[config.mk]
export PLATFORM = sky130hd
export DESIGN_NAME = instr_fetch_unit
export DESIGN_NICKNAME = d
export VERILOG_FILES = /design/src/rtl/instr_fetch_unit_pkg.sv /design/src/rtl/instr_fetch_unit_fetch_queue.sv /design/src/rtl/instr_fetch_unit.sv
export SDC_FILE = /design/constraint.sdc
export NUM_CORES = 1
export LEC_CHECK = 0
export BUFFER_PORTS_ARGS = -buffer_cell sky130_fd_sc_hd__buf_2
export CAP_MARGIN = 20
export CORE_UTILIZATION = 52
export DETAILED_ROUTE_END_ITERATION = 8
export GPL_TIMING_DRIVEN = 0
export PLACE_DENSITY = 0.76
export SETUP_SLACK_MARGIN = 0.4
export SLEW_MARGIN = 20
export SYNTH_ARGS = -nofsm -noshare
export SYNTH_HDL_FRONTEND = slang
export SYNTH_SLANG_ARGS = --single-unit
[constraint.sdc]
create_clock -name clk_i -period 2.6 [get_ports clk_i]
set_clock_uncertainty 0.15 [all_clocks]
set_input_delay 0.26 -clock clk_i [delete_from_list [all_inputs] [get_ports clk_i]]
set_output_delay 0.26 -clock clk_i [all_outputs]
set_load 0.05 [all_outputs]
[src/rtl/instr_fetch_unit_pkg.sv]
// Shared types and constants for the instruction fetch stage.
// Entries carry the fetch PC alongside the returned word so decode sees both together.
package instr_fetch_unit_pkg;

    localparam int PC_W    = 32;
    localparam int INSTR_W = 32;

    localparam logic [PC_W-1:0] PC_INC = 32'd4;

    typedef enum logic [1:0] {
        IDLE,
        REQ,
        DROP
    } fetch_state_t;

    typedef struct packed {
        logic [PC_W-1:0]    pc;
        logic [INSTR_W-1:0] instr;
    } fetch_entry_t;

endpackage

[src/rtl/instr_fetch_unit_fetch_queue.sv]
// Circular FIFO of {pc, instr} entries with synchronous flush; head is visible the cycle after a push.
// No internal backpressure: the producer never pushes into a full queue, and pops only while count is non-zero.
module fetch_queue
    import instr_fetch_unit_pkg::*;
#(
    parameter int DEPTH = 4
) (
    input  logic                   clk_i,
    input  logic                   rst_i,
    input  logic                   flush_i,
    input  logic                   push_i,
    input  fetch_entry_t           push_dat_i,
    input  logic                   pop_i,
    output fetch_entry_t           head_dat_o,
    output logic [$clog2(DEPTH):0] count_o
);

    localparam int AW = $clog2(DEPTH);
    localparam int CW = AW + 1;

    fetch_entry_t  mem_q [DEPTH];
    logic [AW-1:0] head_q;
    logic [AW-1:0] tail_q;
    logic [CW-1:0] count_q;

    // Storage is cleared on reset so the head reads as all-zero until the first push.
    always_ff @(posedge clk_i or negedge rst_i) begin
        if (!rst_i) begin
            for (int i = 0; i < DEPTH; i++) begin
                mem_q[i] <= '0;
            end
            head_q  <= '0;
            tail_q  <= '0;
            count_q <= '0;
        end else if (flush_i) begin
            head_q  <= '0;
            tail_q  <= '0;
            count_q <= '0;
        end else begin
            if (push_i) begin
                mem_q[tail_q] <= push_dat_i;
                tail_q        <= tail_q + 1'b1;
            end
            if (pop_i) begin
                head_q <= head_q + 1'b1;
            end
            count_q <= count_q + CW'(push_i) - CW'(pop_i);
        end
    end

    assign head_dat_o = mem_q[head_q];
    assign count_o    = count_q;

endmodule

[src/rtl/instr_fetch_unit.sv]
// Instruction fetch: owns the PC, reads imem over req/ack and queues {pc, instr} for decode; head valid the cycle after ack.
// Backpressure: no request is issued unless a queue slot is free for its result; redirect flushes and squashes in-flight reads.
module instr_fetch_unit
    import instr_fetch_unit_pkg::*;
#(
    parameter int              DEPTH    = 4,
    parameter logic [PC_W-1:0] RESET_PC = 32'd0
) (
    input  logic               clk_i,
    input  logic               rst_i,
    input  logic               redirect_i,
    input  logic [PC_W-1:0]    redirect_pc_i,
    output logic               imem_req_o,
    output logic [PC_W-1:0]    imem_addr_o,
    input  logic               imem_ack_i,
    input  logic [INSTR_W-1:0] imem_data_i,
    output logic               instr_valid_o,
    output logic [INSTR_W-1:0] instr_o,
    output logic [PC_W-1:0]    instr_pc_o,
    output logic [PC_W-1:0]    instr_pc4_o,
    input  logic               instr_ready_i
);

    localparam int CW = $clog2(DEPTH) + 1;

    fetch_state_t    state_q, state_d;
    logic [PC_W-1:0] fetch_pc_q, fetch_pc_d;
    logic [PC_W-1:0] addr_q, addr_d;
    logic [CW-1:0]   count;
    logic [CW-1:0]   count_next;
    logic            push;
    logic            pop;
    fetch_entry_t    push_dat;
    fetch_entry_t    head_dat;

    assign imem_req_o    = (state_q != IDLE);
    assign imem_addr_o   = addr_q;
    assign instr_valid_o = (count != '0) && !redirect_i;

    assign push       = (state_q == REQ) && imem_ack_i && !redirect_i;
    assign pop        = instr_valid_o && instr_ready_i;
    assign count_next = count + CW'(push) - CW'(pop);
    assign push_dat   = '{pc: fetch_pc_q, instr: imem_data_i};

    always_comb begin
        state_d    = state_q;
        fetch_pc_d = fetch_pc_q;
        if (push) begin
            fetch_pc_d = fetch_pc_q + PC_INC;
        end
        if (redirect_i) begin
            fetch_pc_d = redirect_pc_i & ~32'h3;
        end

        case (state_q)
            IDLE: begin
                if (redirect_i || (count_next < CW'(DEPTH))) begin
                    state_d = REQ;
                end
            end
            REQ: begin
                if (redirect_i) begin
                    state_d = imem_ack_i ? REQ : DROP;
                end else if (imem_ack_i) begin
                    state_d = (count_next < CW'(DEPTH)) ? REQ : IDLE;
                end
            end
            // The squashed read completes on ack; a redirect in that same cycle just updates the target.
            DROP: begin
                if (imem_ack_i) begin
                    state_d = REQ;
                end
            end
            default: state_d = IDLE;
        endcase

        // Memory keeps seeing the squashed address until its ack arrives.
        addr_d = (state_d == DROP) ? addr_q : fetch_pc_d;
    end

    always_ff @(posedge clk_i or negedge rst_i) begin
        if (!rst_i) begin
            state_q    <= IDLE;
            fetch_pc_q <= RESET_PC;
            addr_q     <= RESET_PC;
        end else begin
            state_q    <= state_d;
            fetch_pc_q <= fetch_pc_d;
            addr_q     <= addr_d;
        end
    end

    fetch_queue #(
        .DEPTH(DEPTH)
    ) u_queue (
        .clk_i      (clk_i),
        .rst_i      (rst_i),
        .flush_i    (redirect_i),
        .push_i     (push),
        .push_dat_i (push_dat),
        .pop_i      (pop),
        .head_dat_o (head_dat),
        .count_o    (count)
    );

    assign instr_o     = head_dat.instr;
    assign instr_pc_o  = head_dat.pc;
    assign instr_pc4_o = head_dat.pc + PC_INC;

endmodule

==> results_dict.tcl <==
set metrics [dict create \
    cp.required_ns 2.19 \
    clock_network_fraction_of_total_power 0.184 \
    vias 10900 \
    period_share 1.33 \
    diodes 0 \
    clkTransAtPathRegs_ns 0.06 \
    failing_checks "setup timing" \
    core-area_um2 28700 \
    synth_warnings 0 \
    sw_frac_of_total 0.397 \
    cts.path.max_buffers 3 \
    timing_worst_slew_pin_value_ns 0.717 \
    cap_viol_max_count 0 \
    hold_viol_final 0 \
    post_synth_instance_area_um2 15200 \
    synth_top_family_by_area "multiplexers" \
    synth-simple-area-share 0.0772 \
    first_pass_grt_wire_length_mm 62.3 \
    numPortBuffers 196 \
    dieWidth_um 173 \
    slew_violations 0 \
    synth.mux.area_fraction 0.289 \
    yosys-top-cells-area "sky130_fd_sc_hd__dfrtp_1 (54%), sky130_fd_sc_hd__mux2_2 (19%), sky130_fd_sc_hd__mux4_2 (8.9%)" \
    die_ar_um2 29900 \
    final_layout_size_suffix_gt1_frac 0.556 \
    flop_and_latch_count_out_of_synthesis 329 \
    final.fill_count 1781 \
    clkSinkCount 329 \
    yosys.area_share.xor_xnor 0.0254 \
    final_critical_path_setup_slack_ns -0.860 \
    final_hpwl_from_detailed_placement_mm 25.2 \
    worst_ir_drop_vdd_v 0.00152 \
    power.density_nw_per_um2 1280 \
    dpl_cells 1678 \
    detail-route-antenna-nets 0 \
    timing.max_slew.rel_slack 0.522 \
    drcViolationCount 0 \
    timing.critical_path.from_type "register" \
    final_routed_wirelength_across_all_metal_layers_mm 41.0 \
    pin_count_of_the_biggest_net_entering_global_routing 99 \
    achievable-frequency_mhz 289 \
    routed_via_density 5.73 \
    core.rowCount 62 \
    cpMaxStageDelayCell "sky130_fd_sc_hd__dfrtp_1" \
    nNetsFinal 1581 \
    count_of_flip_flops_with_a_built_in_enable_after_synthesis 0 \
    report.power.total_mw 27.3 \
    p_leak_nw 9.82 \
    syn-mean-instance-area_um2 13.9 \
    switching_power_mw 10.8 \
    first_global_vias 11100 \
    cell_type_group_with_the_largest_total_delay_on_the_critical_path "buffers and inverters" \
    post_synth_most_frequent_cells "sky130_fd_sc_hd__dfrtp_1 (329), sky130_fd_sc_hd__mux2_2 (257), sky130_fd_sc_hd__nand2_1 (76)" \
    ctsHtreeMaxLevel 2 \
    flow.area_growth_from_synthesis_pct 40.2 \
    synth-main-ff-cell "sky130_fd_sc_hd__dfrtp_1" \
    gp_congestion 0.840 \
    insertion_delay_ns 0.52 \
    tritoncts "yes" \
    syn-num-nets 1173 \
    effective_utilization_at_floorplan 0.529 \
    top_level_ports 199 \
    grt_setup_unrepaired "yes" \
    initialDrtViolationCount 646 \
    crit_chain "buf_6, bufbuf_16, mux4_2, nand4_4, buf_4, nor4_4, buf_4, xor2_2, buf_6" \
    clock-root-buffer "sky130_fd_sc_hd__clkbuf_16" \
    cts_buffers 35 \
    register_cell_area_after_layout_um2 8250 \
    area_fraction_of_the_dominant_cell_type_after_synthesis 0.542 \
    outcome "finished with violations" \
    critPathKind "register to output pin" \
    multi_input_area_um2 7310 \
    synth-compound-area-share 0.0319 \
    drt-wirelength-per-cell_um 21.5 \
    seq_area_frac_synth 0.542 \
    design_area_um2 21300 \
    grt_antenna_before_repair 0 \
    grt.total_usage 0.268 \
    critical_path_buf_inv_count 5 \
    setup-violations-final 90 \
    synth_cell_types 55 \
    drt-pass1-iter-count 5 \
    cp-end-kind "output pin" \
    adder_and_majority_gate_portion_of_the_synthesized_area 0.00791 \
    finalNonFillerCells 1910 \
    syn-instance-count 1095 \
    yosysTopAreaCell "sky130_fd_sc_hd__dfrtp_1" \
    chipHeight_um 173 \
    synth.most_common_cell "sky130_fd_sc_hd__dfrtp_1" \
    dpl-instance-area_um2 17200 \
    aggregate_global_routing_overflow 0 \
    p_seq_frac 0.284 \
    timing.hold.worst.class "input pin to register" \
    async_reset_ff_frac 1.00 \
    finalCriticalPeriod_ns 3.46 \
    worstPathArrival_ns 3.05 \
    comb_power_share 0.532 \
    power_report.internal_total_mw 16.4 \
    setup-tns-final_ns -36.90 \
    crit_fanout 7 \
    slowest_delay_ns 0.38 \
]
==> flip-flops by register name, summed over array words and instances (netlist names) <==
name / count
imem_addr_o: 32
state_q: 2
fetch_pc_q: 32
u_queue.tail_q: 2
u_queue.head_q: 2
u_queue.count_o: 3
u_queue.mem_q: 256
==> final cells by class <==
| cell class | instances | share of cell area |
|---|---|---|
| buffer | 70 | 0.0256 |
| clock buffer | 52 | 0.0513 |
| clock inverter | 8 | 0.00323 |
| inverter | 18 | 0.00353 |
| multi-input combinational | 678 | 0.343 |
| sequential | 329 | 0.388 |
| tap | 384 | 0.0226 |
| timing repair buffer | 371 | 0.163 |
==> worst reg2reg max path: stages (launching register included) <==
cell	delay, ns
sky130_fd_sc_hd__dfrtp_1	0.39
sky130_fd_sc_hd__nor3_2	0.27
sky130_fd_sc_hd__nor3b_2	0.10
sky130_fd_sc_hd__ha_1	0.28
sky130_fd_sc_hd__inv_1	0.06
sky130_fd_sc_hd__ha_2	0.16
sky130_fd_sc_hd__inv_2	0.03
sky130_fd_sc_hd__fa_2	0.35
sky130_fd_sc_hd__xnor2_2	0.15
sky130_fd_sc_hd__nor2_2	0.16
sky130_fd_sc_hd__a2bb2oi_2	0.15
sky130_fd_sc_hd__o2bb2ai_1	0.07
==> power by group through the flow <==
stage | Sequential, mW | Clock, mW | Combinational (mW)
after global routing | 7.93 | 5.25 | 15.1
after floorplan | 7.81 | 0 | 8.54
after detailed placement | 7.75 | 0 | 10.9
after CTS | 7.67 | 5.05 | 13.2
after global placement | 7.65 | 0 | 10.7
final | 7.74 | 5.02 | 14.5
==> worst paths after layout <==
check / cells past startpoint / startpoint / slack [ns] / end
max in group asynchronous: 3 / rst_i / 1.23 / u_queue.mem_q[94]
worst max register to register: 11 / u_queue.count_o[0] / 0.17 / state_q[0]
worst min-delay path: 4 / imem_ack_i / 0.04 / state_q[0]
worst min register to register: 2 / imem_addr_o[3] / 0.31 / imem_addr_o[3]
min in group asynchronous: 2 / rst_i / 0.15 / u_queue.mem_q[190]
worst max-delay path: 9 / u_queue.head_q[0] / -0.86 / instr_pc4_o[16]
==> cell usage in the layout, fill, tap and decap left out, types with 8 or more instances in the layout <==
cell type,netlist,routed
sky130_fd_sc_hd__and3_1,11,10
sky130_fd_sc_hd__clkbuf_8,0,11
sky130_fd_sc_hd__clkbuf_1,25,10
sky130_fd_sc_hd__buf_12,1,12
sky130_fd_sc_hd__xnor2_1,30,8
sky130_fd_sc_hd__buf_4,2,69
sky130_fd_sc_hd__nand3_1,24,16
sky130_fd_sc_hd__mux4_2,60,64
sky130_fd_sc_hd__nand2_1,76,65
sky130_fd_sc_hd__dfrtp_2,0,15
sky130_fd_sc_hd__buf_6,2,125
sky130_fd_sc_hd__dfrtp_1,329,314
sky130_fd_sc_hd__nor2_1,33,27
sky130_fd_sc_hd__clkbuf_16,0,38
sky130_fd_sc_hd__dlygate4sd3_1,0,64
sky130_fd_sc_hd__o21ai_0,42,38
sky130_fd_sc_hd__xnor2_4,0,20
sky130_fd_sc_hd__buf_8,1,22
sky130_fd_sc_hd__a21oi_1,9,9
sky130_fd_sc_hd__mux2_2,257,255
sky130_fd_sc_hd__xor2_1,14,11
sky130_fd_sc_hd__and2_1,9,8
sky130_fd_sc_hd__buf_2,15,117
sky130_fd_sc_hd__nand4_1,19,19
sky130_fd_sc_hd__inv_1,18,15
sky130_fd_sc_hd__clkbuf_2,1,17
==> repair_timing <==
item,in CTS,in global routing
pin swaps,26,27
hold buffers,64,0
hold endpoints to repair,237,0
gates cloned,2,1
gates resized for setup,274,167
buffers inserted,50,55
endpoints found under the setup margin,388,138
==> through the flow <==
| stage | utilization | hold WS (ns) | setup WS [ns] |
|---|---|---|---|
| final | 0.742 | 0.0385 | -0.860 |
| after CTS | 0.706 | 0.0345 | -0.813 |
| after global routing | 0.742 | 0.0738 | -0.955 |
| after floorplan | - | -0.186 | -0.368 |
| after global placement | 0.596 | 0.303 | -5.02 |
| after detailed placement | 0.599 | 0.110 | -0.792 |
==> routing by layer <==
metal	part of all wire	routed length [um]	vias up	track usage
li1	-	-	4815	-
met1	0.42	17200	5662	0.366
met2	0.50	20500	366	0.440
met3	0.043	1750	104	0.0385
met4	0.038	1570	0	0.0992
met5	0	0	-	0
==> cells by family (layout without fill, tap and decap cells) <==
family / Yosys count / count (layout)
AOI/OAI and AO/OA: 82 / 82
xor gates and xnor gates: 44 / 44
adders and majority gates: 9 / 9
buffers and inverters: 88 / 519
DFF: 329 / 329
muxes: 325 / 325
and+or+nand+nor: 218 / 218
No activity file was read; power rests on OpenSTA's default activity.
